**src/rtl/uart_rx_if.sv**
```systemverilog
// rtl/uart_rx_if.sv - serial line and received-byte signals of the UART receiver
interface uart_rx_if;
  logic       rx;
  logic [7:0] data;
  logic       valid;
  logic       frame_err;
  logic       busy;
  logic       break_det;

  modport master (
    input  rx,
    output data, valid, frame_err, busy, break_det
  );

  modport slave (
    output rx,
    input  data, valid, frame_err, busy, break_det
  );
endinterface

```
**src/rtl/uart_rx_core.sv**
```systemverilog
// rtl/uart_rx_core.sv - 8N1 UART receiver with mid-bit majority-vote sampling
module uart_rx_core #(
  parameter int CLKS_PER_BIT = 434,
  parameter int CNT_W        = 16
) (
  input logic       clk,
  input logic       reset,
  uart_rx_if.master bus
);

  localparam logic [CNT_W-1:0] BIT_END  = CNT_W'(CLKS_PER_BIT - 1);
  localparam logic [CNT_W-1:0] HALF_END = CNT_W'(CLKS_PER_BIT / 2 - 1);

  typedef enum logic [2:0] {IDLE, START, DATA, STOP, BRK_WAIT} state_t;

  state_t           state, state_n;
  logic [CNT_W-1:0] cnt, cnt_n;
  logic [2:0]       bit_idx, bit_idx_n;
  logic [7:0]       shreg, shreg_n;
  logic [7:0]       data_q, data_n;
  logic             valid_q, valid_n;
  logic             frame_err_q, frame_err_n;
  logic             rx_meta, rx_s;
  logic [2:0]       hist;
  logic             vote;

  // Synchroniser and history idle high so reset never looks like a start bit.
  always_ff @(posedge clk) begin
    if (reset) begin
      rx_meta <= 1'b1;
      rx_s    <= 1'b1;
      hist    <= 3'b111;
    end else begin
      rx_meta <= bus.rx;
      rx_s    <= rx_meta;
      hist    <= {hist[1:0], rx_s};
    end
  end

  assign vote = (hist[0] & hist[1]) | (hist[0] & hist[2]) | (hist[1] & hist[2]);

  always_ff @(posedge clk) begin
    if (reset) begin
      state       <= IDLE;
      cnt         <= '0;
      bit_idx     <= 3'd0;
      shreg       <= 8'h00;
      data_q      <= 8'h00;
      valid_q     <= 1'b0;
      frame_err_q <= 1'b0;
    end else begin
      state       <= state_n;
      cnt         <= cnt_n;
      bit_idx     <= bit_idx_n;
      shreg       <= shreg_n;
      data_q      <= data_n;
      valid_q     <= valid_n;
      frame_err_q <= frame_err_n;
    end
  end

  always_comb begin
    state_n     = state;
    cnt_n       = cnt + 1'b1;
    bit_idx_n   = bit_idx;
    shreg_n     = shreg;
    data_n      = data_q;
    valid_n     = 1'b0;
    frame_err_n = 1'b0;
    case (state)
      IDLE: begin
        cnt_n = '0;
        if (!rx_s) state_n = START;
      end
      START: begin
        if (cnt == HALF_END) begin
          cnt_n     = '0;
          bit_idx_n = 3'd0;
          state_n   = vote ? IDLE : DATA;
        end
      end
      DATA: begin
        if (cnt == BIT_END) begin
          cnt_n     = '0;
          shreg_n   = {vote, shreg[7:1]};
          bit_idx_n = bit_idx + 3'd1;
          if (bit_idx == 3'd7) state_n = STOP;
        end
      end
      STOP: begin
        // Leaving at stop mid-bit leaves half a bit to catch a back-to-back start.
        if (cnt == BIT_END) begin
          cnt_n = '0;
          if (vote) begin
            data_n  = shreg;
            valid_n = 1'b1;
            state_n = IDLE;
          end else begin
            frame_err_n = 1'b1;
            state_n     = BRK_WAIT;
          end
        end
      end
      BRK_WAIT: begin
        cnt_n = '0;
        if (rx_s) state_n = IDLE;
      end
      default: begin
        cnt_n   = '0;
        state_n = IDLE;
      end
    endcase
  end

  assign bus.data      = data_q;
  assign bus.valid     = valid_q;
  assign bus.frame_err = frame_err_q;
  assign bus.busy      = (state != IDLE);
  assign bus.break_det = (state == BRK_WAIT);

endmodule

```
**src/flat_wrapper.sv**
```systemverilog
// flat-port wrapper written by rule: the top's interface ports become plain ports
module uart_rx_core_flat 
#(
  parameter int CLKS_PER_BIT = 434,
  parameter int CNT_W        = 16
)
  (clk, reset, bus_rx, bus_data, bus_valid, bus_frame_err, bus_busy, bus_break_det);
  uart_rx_if bus_i ();
  input logic clk;
  input logic reset;
  input wire logic [$bits(bus_i.rx)-1:0] bus_rx;
  output wire logic [$bits(bus_i.data)-1:0] bus_data;
  output wire logic [$bits(bus_i.valid)-1:0] bus_valid;
  output wire logic [$bits(bus_i.frame_err)-1:0] bus_frame_err;
  output wire logic [$bits(bus_i.busy)-1:0] bus_busy;
  output wire logic [$bits(bus_i.break_det)-1:0] bus_break_det;
  assign bus_i.rx = bus_rx;
  assign bus_data = bus_i.data;
  assign bus_valid = bus_i.valid;
  assign bus_frame_err = bus_i.frame_err;
  assign bus_busy = bus_i.busy;
  assign bus_break_det = bus_i.break_det;
  uart_rx_core #(.CLKS_PER_BIT(CLKS_PER_BIT), .CNT_W(CNT_W)) u_core (.clk(clk), .reset(reset), .bus(bus_i));
endmodule
```
**config.mk**
```make
export PLATFORM = sky130hd
export DESIGN_NAME = uart_rx_core_flat
export DESIGN_NICKNAME = d
export VERILOG_FILES = /design/src/rtl/uart_rx_if.sv /design/src/rtl/uart_rx_core.sv /design/src/flat_wrapper.sv
export SDC_FILE = /design/constraint.sdc
export NUM_CORES = 1
export LEC_CHECK = 0
export CORE_ASPECT_RATIO = 1.1
export CORE_MARGIN = 1.5
export CORE_UTILIZATION = 25
export CTS_CLUSTER_SIZE = 12
export DETAILED_ROUTE_END_ITERATION = 12
export GPL_ROUTABILITY_DRIVEN = 0
export HOLD_SLACK_MARGIN = 0.08
export PLACE_DENSITY_LB_ADDON = 0.08
export SLEW_MARGIN = 25
export SYNTH_ARGS = -nofsm -noshare
export SYNTH_HDL_FRONTEND = slang
export SYNTH_SLANG_ARGS = --single-unit
```
**constraint.sdc**
```tcl
create_clock -name clk -period 2 [get_ports clk]
set_input_delay 0.2 -clock clk [delete_from_list [all_inputs] [get_ports clk]]
set_output_delay 0.2 -clock clk [all_outputs]
set_load 0.1 [all_outputs]
```
# Word level (Yosys, flattened, before mapping)
# Index checks and enable logic that the tools add are counted.
# W data, S select, Z words.
# totals
register_bits,45
rom_bits,0
out_inout_bits,12
input_bits,3
memories,0
ramBits,0
latch_bits,0
word_cells,58
# classes
n_addsub,2
n_reduce_logical,9
n_mul,0
mux,17
div,0
n_eq_ne,13
magnitude_cmp,0
bitwise,7
shift,0
# op_table
cell,n
$mux W16,2
$pmux W16 S2,1
$mux W3,9
$add A16 B1 Y16 const B,1
$eq A16 B8 Y1 const B,1
$eq A16 B9 Y1 const B,1
$pmux W3 S5,1
$ne A2 B1 Y1 const B,5
$eq A3 B2 Y1 const B,2
$eq A3 B3 Y1 const B,2
$pmux W3 S2,1
$reduce_and A3 Y1,2
$reduce_and A6 Y1,1
$add A3 B1 Y3 const B,1
$and A1 B1 Y1,3
$eq A3 B1 Y1 const B,1
$logic_not A3 Y1,1
$reduce_bool A3 Y1,1
$reduce_or A3 Y1,1
$mux W1,2
$mux W2,1
$ne A2 B2 Y1 const B,1
$not A1 Y1,2
$or A1 B1 Y1,2
other kinds (3),3

# Longest topological paths before layout
# Gate-level depths: netlist of the first run.
# depth
ltp_word,6
mapped_depth,9
depth_no_buf,7

# Worst setup path after synthesis of the first run
# Ideal clock, no wire load.
# synth_path
path_type,reg2out
from,register u_core.state[2]
to,output bus_break_det
setup_slack_ns,-0.970
n_path_buf,1
t_arrival_ns,2.770
stages_incl_launch_ff,3
required_ns,1.800
cell_sequence,dfxtp_1 > clkbuf_1 > nor3b_1
# synth_via
elab_chain_cells,1
# synth_rtl
item,line_no,text
from (decl),uart_rx_core.sv:16,"state_t state, state_n;"
from (signal assigned),uart_rx_core.sv:52,state <= state_n;
$eq A3 B3 Y1,uart_rx_core.sv:119,assign bus.break_det = (state == BRK_WAIT);
to (decl),flat_wrapper.sv:16,output wire logic [$bits(bus_i.break_det)-1:0] bus_break_det;
# Every way passes these cells.

# Worst setup path after layout of the first run
# layout_path
from,register u_core.cnt[0]
to,register u_core.state[0]
# layout_via
elab_chain_cells,3
elab_cells_between_ends,6
cone_classes,eq/ne: 5; reduce/logical: 1
# layout_rtl
item,line_no,text
from (decl),uart_rx_core.sv:17,"logic [CNT_W-1:0] cnt, cnt_n;"
from (signal assigned),uart_rx_core.sv:53,cnt <= cnt_n;
$eq A16 B9 Y1 / $eq A16 B8 Y1 (equally long branches),"uart_rx_core.sv:83, uart_rx_core.sv:92, uart_rx_core.sv:76",
$ne A2 B1 Y1 (no source line),-,
$reduce_and A6 Y1 (no source line) *,-,
# Every way passes the cells marked *; elsewhere a longest branch is shown, timed or not.
# A chain may end at the register's enable or synchronous reset.

==> results.cfg, run 1 <==
[outcome]
outcome = completed

[synth]
synth_top_family_by_area = simple AND/OR/NAND/NOR gates
synth_cell_types = 38
syn_area_um2 = 1953
synth_simple_gate_area_share = 0.2767
syn_avg_cell_area_um2 = 9.435
ys_seq_elements = 45
synthCells = 207
synthXorXnorAreaFrac = 0.06278
synth_top_area_cell = dfxtp_1
synth_area_leaders = dfxtp_1 46%, mux2i_1 9.2%, nor2_1 8.5%, xnor2_1 5.4%, ha_1 3.2%
async_flop_share = 0
ys_seq_area_frac = 0.4612
synth-compound-area-share = 0.03459
synth_edf_count = 0
synthAdderAreaFrac = 0.03716
synth_top_area_frac = 0.4612
ys.flop_type = dfxtp_1
synth_nets = 215
synthMuxAreaShare = 0.09225
yosys_warnings = 0

[worst_setup_path]
worst_setup_path_end_kind = flip-flop
reg2reg_depth = 7
ff2ff_setup_slack_ns = 0.23
critPathKind = reg -> reg
crit_required_ns = 2.19
cp_max_fo = 17
r2r_start = u_core.cnt[0]
r2r-end = u_core.state[0]
worst_setup_path_start_kind = flip-flop
cp.arrival_ns = 1.96

[timing]
fmax_ghz = 0.5654
final.setup.tns_ns = 0
slew_headroom = 0.7489
rsz0062_at_grt = no
setup_viol_count_final = 0
final_hold_viol_count = 0
skew_ns = 0.004041
maxSlewViolCount = 0
timing.final.crit_share = 0.8843
finalCriticalPeriod_ns = 1.769
worst_slew_pin_slew_ns = 0.3759

[grt]
grt_pass1_wl_mm = 6.596
track_usage = 0.1015
antenna_found_initial = 0
grt_pass1_vias = 1385
grt_overflow = 0
grt_start_max_net_pins = 21

[final_layout]
fin_nets = 235
area_growth_pct = 20.12
diodes = 0
drive_above_1_share = 0.1842
final_core_util = 0.3122
nFillCells = 834
multi_input_area_um2 = 997.2
register_area_um2 = 900.9

[die]
io_pins = 15
die_height_um = 95.70
dieWidth_um = 87.28
die_area_um2 = 8352
core_area_um2 = 7515
placementRows = 33
start_util = 0.2599

[power]
pwr-share-seq = 0.549
power_density_nw_per_um2 = 700.5
p_int_w = 0.001287
p_leak_nw = 0.8633
combPwrFrac = 0.022
pwr-share-clk = 0.429
peakVddDrop_mv = 0.3181
switchingPower_w = 0.0003562
p_sw_frac = 0.2167

[drt]
vias_per_cell = 4.240
drc = 0
drt_iter0_markers = 31
dr.pass1.iters = 4
wl_mm = 3.812
vias = 1412
drtAntennaViolNets = 0
wl_per_cell_um = 11.45

[clocking]
cts_buffer_depth = 2
cts_tree = built
cts_buffers = 5
htreeDepth = 2
clock_latency_ns = 0.30
clock-sinks = 45
postCtsHoldBufs = 0
clk_pin_slew_worst_paths_ns = 0.09
cts_root_buf = clkbuf_8

[placement]
io_buffers = 14
place_hpwl_mm = 2.705

[hold_path]
min_from = u_core.rx_meta
hold_end = u_core.rx_s
hp-class = reg -> reg
min_path_cells = 1

[job]
drv_cap = 0
routing by layer:
metal  routed length (um)  vias to the layer above  track usage
met5                    0                        -            0
met4                   36                        0      0.02778
met3                  108                        4      0.02916
met2                 1754                       18       0.1660
met1                 1913                      658       0.1305
li1                     -                      732            -
worst max-delay path by stage:
stage | endpoint | slack, ns | start | depth (start not counted)
after detailed placement | u_core.state[0] | 0.07 | u_core.cnt[0] | 7
after global routing | u_core.shreg[4] | 0.04 | u_core.cnt[12] | 6
after floorplan | bus_break_det | 0.01 | u_core.state[2] | 2
final | u_core.state[0] | 0.23 | u_core.cnt[0] | 7
after global placement | u_core.state[0] | 0.10 | u_core.cnt[0] | 7
after CTS | u_core.state[0] | 0.05 | u_core.cnt[0] | 7
cell usage in the layout, fill, tap and decap left out, types with 4 or more instances in the layout:
cell      count
nand2_1       9
nand2b_1      4
mux2i_1      18
nand3_1       9
nor2_1       44
nand4_1       4
clkbuf_8      5
inv_1         7
buf_4        18
dfxtp_1      45
o21ai_0       5
ha_1          5
xnor2_1      12
or2_2         6
nor3_1        5
critical path, cell delays in order (launching register included):
cell and delay, ns:
dfxtp_1 0.36, inv_1 0.07, ha_1 0.12, nor4bb_2 0.31, nand4_1 0.16, a22oi_1 0.25, or2_4 0.29, o21ai_0 0.10
logic make-up after synthesis:
logic type	Yosys count
buf+inv	15
fa+ha+maj	6
compound gates	10
xor+xnor	14
flops	45
simple gates	99
mux	18
timing repair:
| item | 4_1_cts | 5_1_grt |
|---|---|---|
| resized for setup | 0 | 2 |
| endpoints found under the hold margin | 0 | 0 |
| buffers inserted | 0 | 0 |
| setup endpoints to repair | 0 | 17 |
cells in the mapped netlist (4+ instances only):
cell type	number
or2_2	7
nor3_1	5
mux2i_1	18
ha_1	5
dfxtp_1	45
o21ai_0	5
nand4_1	4
nand3_1	9
inv_1	7
clkbuf_1	5
xnor2_1	12
nand2b_1	4
nor2_1	44
nand2_1	9
power by group through the flow:
stage | clock network (W) | registers [W] | logic (W)
finish | 0.000705 | 0.000902 | 0.0000366
global route | 0.000779 | 0.000903 | 0.0000411
CTS | 0.000739 | 0.000902 | 0.0000376
detailed placement | 0 | 0.000923 | 0.0000375
global placement | 0 | 0.000923 | 0.0000380
floorplan | 0 | 0.000922 | 0.0000244
layout make-up:
cell class,instances,share of cell area
clock buffers,5,0.02933
clock inverters,3,0.01973
inverters,7,0.01120
multi-input cells,147,0.4251
flip-flops and latches,45,0.3840
well taps,105,0.05600
repair buffers,21,0.07467
flip-flops by register name, indices dropped and copies added (netlist names):
signal                cells
u_core.bus.valid          1
u_core.rx_meta            1
u_core.state              3
u_core.shreg              8
u_core.bus.frame_err      1
u_core.rx_s               1
u_core.cnt               16
u_core.bus.data           8
u_core.hist               3
u_core.bit_idx            3
metrics by stage:
step	setup slack [ns]	power [W]	instance area [um^2]	std cells	hold slack (ns)
3_5_place_dp	0.06842	0.0009606	2222	325	0.3988
4_1_cts	0.05352	0.001679	2337	333	0.4217
2_1_floorplan	0.01468	0.0009464	1958	207	0.3038
6_report	0.2313	0.001643	2346	333	0.4160
5_1_grt	0.04371	0.001723	2346	333	0.4337
3_3_place_gp	0.1013	0.0009609	2222	325	0.3969
Power figures use the tool's default switching activity.
==> run 2, diff against run 1 <==
==> constraint.sdc (replaced) <==
create_clock -name clk -period 1.6 [get_ports clk]
set_input_delay 0.16 -clock clk [delete_from_list [all_inputs] [get_ports clk]]
set_output_delay 0.16 -clock clk [all_outputs]
set_load 0.1 [all_outputs]
==> run 2 against run 1 <==
- the flow now finishes with violations (negative setup slack)
- fmax grew 9.7%
- final area grew 18%
- sequential power grew 24%
- critical path type unchanged
- worst hold slack gained 0.0018 ns
- die area is the same
- via count grew 6.4%
- utilization grew 5.5 points
- combinational power grew 46%
- register-to-register slack lost 0.24 ns
==> results.cfg, run 2 (synthesis gave the netlist of run 1 again) <==
[outcome]
outcome = finished, violations left
failed_checks = negative setup slack

[grt]
antenna_found_initial = 0
grt_start_max_net_pins = 20
grt_pass1_vias = 1446
grt_pass1_wl_mm = 7.058
grt_overflow = 0
track_usage = 0.1095

[worst_setup_path]
path_buf_inv = 3
critPathKind = reg -> reg
worst_path_dominant_cell_family = simple AND/OR/NAND/NOR gates
worst_setup_path_end_kind = flip-flop
cp_cell_sequence = inv_2 -> ha_1 -> and3b_2 -> nand4_4 -> buf_6 -> nor2_4 -> buf_12 -> mux2i_1 -> nor2_1
cp.arrival_ns = 1.79
worst_setup_path_start_kind = flip-flop
crit_slowest_cell = dfxtp_2
max_stage_delay_ns = 0.33
cp_max_fo = 8
crit_required_ns = 1.78

[final_layout]
area_growth_pct = 41.32
drive_above_1_share = 0.3137
final_cells = 360
nFillCells = 790
diodes = 0
top_register = u_core.cnt
fin_area_um2 = 2760
final_cell_mix = 44 x nor2_1, 40 x dfxtp_1, 28 x buf_4, 18 x mux2i_1, 13 x buf_12
fin_nets = 263
mostFrequentLayoutCell = nor2_1
largest_reg_flops = 16

[timing]
hold_slack_ns = 0.4177
fmax_ghz = 0.6203
slew_headroom = 0.7637
finalCriticalPeriod_ns = 1.612
timing.final.crit_share = 1.008
final_hold_viol_count = 0
maxSlewViolCount = 0
worst_slew_pin_slew_ns = 0.3533
finalWorstSetupSlack_ns = -0.01205
skew_ns = 0.009990
rsz0062_at_grt = yes
setup_viol_count_final = 6

[die]
die_area_um2 = 8352
io_pins = 15
placementRows = 33
start_util = 0.2599
core_area_um2 = 7515
dieWidth_um = 87.28
die_height_um = 95.70

[power]
finalPower_w = 0.002011
p_leak_nw = 1.040
peakVddDrop_mv = 0.2896
power_density_nw_per_um2 = 728.6

[placement]
dpl.cell_count = 350
place_hpwl_mm = 2.906
post-place-ws_ns = -0.1352
place_area_um2 = 2595
io_buffers = 14

[clocking]
clk_pin_slew_worst_paths_ns = 0.09
cts_buffer_depth = 2
cts_buffers = 5
postCtsHoldBufs = 0
htreeDepth = 2
clock_latency_ns = 0.30
cts_tree = built
cts_root_buf = clkbuf_8
clock-sinks = 45

[drt]
wl_met3_um = 102
vias_per_cell = 4.172
wl_per_cell_um = 11.29
drc = 0
topRoutingLayerUsed = met4
dr.pass1.iters = 4
vias = 1502
wl_mm = 4.063
drt_iter0_markers = 69
drtAntennaViolNets = 0
drt-met1-wl_mm = 1.991
wl_met2_mm = 1.909

[hold_path]
hp-class = in -> reg

[job]
drv_cap = 0
-- run 2: cell count changes in the layout (fill, tap and decap cells not counted), moves of 2 or more --
cell     previous run  this run
dfxtp_4             0         2
buf_4              18        28
buf_12              1        13
dfxtp_2             0         3
o21ai_0             5         3
buf_6               0         4
o21ai_1             0         2
or2_4               1         3
dfxtp_1            45        40
-- run 2: what timing repair did --
| item | CTS | global route |
|---|---|---|
| resized for setup | 13 | 3 |
| buffers inserted | 0 | 1 |
| endpoints found under the setup margin | 36 | 39 |
| hold endpoints to repair | 0 | 0 |
| pin swaps | 15 | 4 |
| cloned | 2 | 0 |
-- run 2: power breakdown --
part | internal, W | switching (W) | leakage [nW]
Sequential | 0.00112 | 0.00000357 | 0.366
Clock | 0.000454 | 0.000379 | 0.0540
Combinational | 0.0000222 | 0.0000313 | 0.619
Total | 0.00160 | 0.000414 | 1.04
-- run 2: through the flow --
| step | utilization | setup TNS, ns |
|---|---|---|
| final | 0.3673 | -0.03863 |
| after global routing | 0.3673 | -3.334 |
| after CTS | 0.3655 | -0.8863 |
| after detailed placement | 0.3453 | -2.882 |
| after global placement | 0.3453 | -2.683 |
| after floorplan | - | -0.06499 |
-- run 2: path summary, 6_finish.rpt --
kind / from / end / slack, ns / cells past startpoint
worst max-delay path: u_core.cnt[1] / u_core.bus.data[1] / -0.01 / 9
worst min-delay path: bus_rx / u_core.rx_meta / 0.42 / 2
worst max register to register: u_core.cnt[1] / u_core.bus.data[1] / -0.01 / 9
worst min register to register: u_core.rx_meta / u_core.rx_s / 0.42 / 1
-- run 2: final cells by class --
type,instances,area [um^2],share of cell area
Tap cell,105,131.4,0.04760
Sequential cell,45,912.1,0.3305
Multi-Input combinational cell,149,1051,0.3808
Inverter,7,26.28,0.009519
Clock buffer,5,68.82,0.02493
Timing Repair Buffer,47,535.5,0.1940
Clock inverter,2,35.03,0.01269
-- run 2: per-layer routing --
| metal | vias up | global-route usage |
|---|---|---|
| met2 | 18 | 0.1744 |
| met3 | 6 | 0.03087 |
| met1 | 687 | 0.1428 |
| li1 | 791 | - |
| met5 | - | 0 |
| met4 | 0 | 0.03571 |
==> run 3, diff against run 2 <==
--- a/config.mk
+++ b/config.mk
@@ -7,8 +7,8 @@
 export LEC_CHECK = 0
 export CORE_ASPECT_RATIO = 1.1
 export CORE_MARGIN = 1.5
-export CORE_UTILIZATION = 25
-export CTS_CLUSTER_SIZE = 12
+export CORE_UTILIZATION = 51
+export CTS_CLUSTER_SIZE = 20
 export DETAILED_ROUTE_END_ITERATION = 12
 export GPL_ROUTABILITY_DRIVEN = 0
 export HOLD_SLACK_MARGIN = 0.08
==> run 3 against run 2 <==
- flip-flop and latch count did not move
- worst setup slack got worse by 0.035 ns
- total power rose by 3.0%
- die area fell by 50%
- fmax fell by 2.1%
- clock skew fell by 0.0043 ns
- non-clock buffer count fell by 1
- the flow still finishes with violations (negative setup slack)
- wire length rose by 5.7%
- combinational power rose by 4.3%
- sequential share of layout area rose by 0.38 points
- clock-buffer cell count rose by 2
- largest cell class unchanged
==> results.cfg, run 3 (synthesis gave the netlist of run 1 again) <==
[clocking]
cts_buffer_depth = 2
htreeDepth = 2
clk_pin_slew_worst_paths_ns = 0.08
cts_buffers = 5
postCtsHoldBufs = 0
cts_tree = built
clock-sinks = 45
clock_latency_ns = 0.30
cts_root_buf = clkbuf_8

[timing]
slew_headroom = 0.6553
finalWorstSetupSlack_ns = -0.04660
timing.final.crit_share = 1.029
maxSlewViolCount = 0
worst_slew_pin_slew_ns = 0.5155
finalCriticalPeriod_ns = 1.647
rsz0062_at_grt = yes
final_hold_viol_count = 0
fmax_ghz = 0.6073
final.setup.tns_ns = -0.6849
skew_ns = 0.005700
setup_viol_count_final = 19

[worst_setup_path]
max_stage_delay_ns = 0.35
cp.arrival_ns = 1.84
worst_setup_path_end_kind = flip-flop
r2r_start = u_core.cnt[13]
cp-startpoint = u_core.cnt[13]
cp_max_fo = 5
cp_cell_sequence = nor4_4 -> buf_4 -> nand4_1 -> a22oi_2 -> or2_4 -> o21ai_2
r2r-end = u_core.state[0]
worst_setup_path_start_kind = flip-flop
crit_slowest_cell = dfxtp_1
critPathKind = reg -> reg
crit_required_ns = 1.79
reg2reg_depth = 6
ff2ff_setup_slack_ns = -0.05

[die]
die_height_um = 67.91
placementRows = 23
io_pins = 15
core_area_um2 = 3655
die_area_um2 = 4210
start_util = 0.5344
dieWidth_um = 62.01

[hold_path]
hold_end = u_core.cnt[0]
min_from = u_core.cnt[0]
min_path_cells = 1
hp-class = reg -> reg

[final_layout]
final_cell_mix = 40 x nor2_1, 40 x dfxtp_1, 27 x buf_4, 16 x mux2i_1, 14 x buf_12
largest_reg_flops = 16
area_growth_pct = 39.33
diodes = 0
top_register = u_core.cnt
final_cells = 305
drive_above_1_share = 0.3333
nFillCells = 271
fin_nets = 262

[drt]
drtAntennaViolNets = 0
vias_per_cell = 5.203
vias = 1587
dr.pass1.iters = 4
wl_per_cell_um = 14.08
drc = 0
drt_iter0_markers = 86
wl_mm = 4.294

[grt]
grt_pass1_vias = 1575
met3_usage = 0.05104
grt_start_max_net_pins = 17
met2_usage = 0.4115
grt_pass1_wl_mm = 6.865
grt_overflow = 0
antenna_found_initial = 0
busiest_layer = met2
use_met1 = 0.2298
track_usage = 0.2211

[placement]
place_hpwl_mm = 2.899
io_buffers = 14
dpl.cell_count = 292

[power]
p_leak_nw = 1.033
pwr-share-clk = 0.429
pwr-share-seq = 0.544
power_density_nw_per_um2 = 760.9
finalPower_w = 0.002071
combPwrFrac = 0.027
switchingPower_w = 0.0004164
p_sw_frac = 0.2011
p_int_w = 0.001654
peakVddDrop_mv = 0.5225

[outcome]
failed_checks = negative setup slack
outcome = finished, violations left

[job]
drv_cap = 0
## run 3: what timing repair did
action / CTS / global route
setup buffers: 2 / 1
gates resized for setup: 7 / 13
pin swaps: 14 / 9
gates cloned: 2 / 0
setup endpoints to repair: 36 / 38
## run 3: how the worst max path moves through the flow
| stage | slack, ns | end | cells past startpoint |
|---|---|---|---|
| 4_1_cts | -0.03 | u_core.cnt[2] | 6 |
| 2_1_floorplan | -0.06 | u_core.bit_idx[0] | 6 |
| 5_1_grt | -0.13 | u_core.state[0] | 6 |
| 3_3_place_gp | -0.03 | u_core.state[0] | 6 |
| 3_5_place_dp | -0.11 | u_core.state[0] | 6 |
| 6_report | -0.05 | u_core.state[0] | 6 |
## run 3: per-layer routing
metal	up-vias	part of all wire
met4	0	0.011
met5	-	0
met1	753	0.39
met2	40	0.56
met3	7	0.037
li1	787	-
## run 3: metrics by stage
step                      setup slack (ns)    util  hold slack (ns)  instance area, um^2
after floorplan                   -0.06264       -           0.2638                 2003
after global placement            -0.02877  0.6885           0.3996                 2516
after detailed placement           -0.1057  0.6885           0.4172                 2516
after CTS                         -0.03141  0.7323           0.4371                 2676
after global routing               -0.1318  0.7446           0.4410                 2721
final                             -0.04660  0.7446           0.4351                 2721
## run 3: power groups by stage
stage / registers (W) / logic, W / clock network (W)
5_1_grt: 0.00113 / 0.0000602 / 0.000948
2_1_floorplan: 0.00115 / 0.0000323 / 0
6_report: 0.00113 / 0.0000557 / 0.000889
4_1_cts: 0.00113 / 0.0000539 / 0.000893
3_3_place_gp: 0.00115 / 0.0000486 / 0
3_5_place_dp: 0.00115 / 0.0000505 / 0
## run 3: critical path, delay by kind of cell (launching register included)
| kind | cells | cell delay [ns] |
|---|---|---|
| AOI/OAI and AO/OA | 2 | 0.33 |
| and+or+nand+nor | 3 | 0.68 |
| buffers and inverters | 1 | 0.18 |
| DFF | 1 | 0.35 |
## run 3: cell type report
cell class              count  area (um^2)  share of cell area
multi-input cells         149         1070              0.3931
clock inverters             1        30.03             0.01103
flip-flops and latches     45        909.6              0.3343
clock buffers               7        86.33             0.03172
inverters                   7        26.28            0.009655
repair buffers             46        536.8              0.1972
well taps                  50        62.56             0.02299
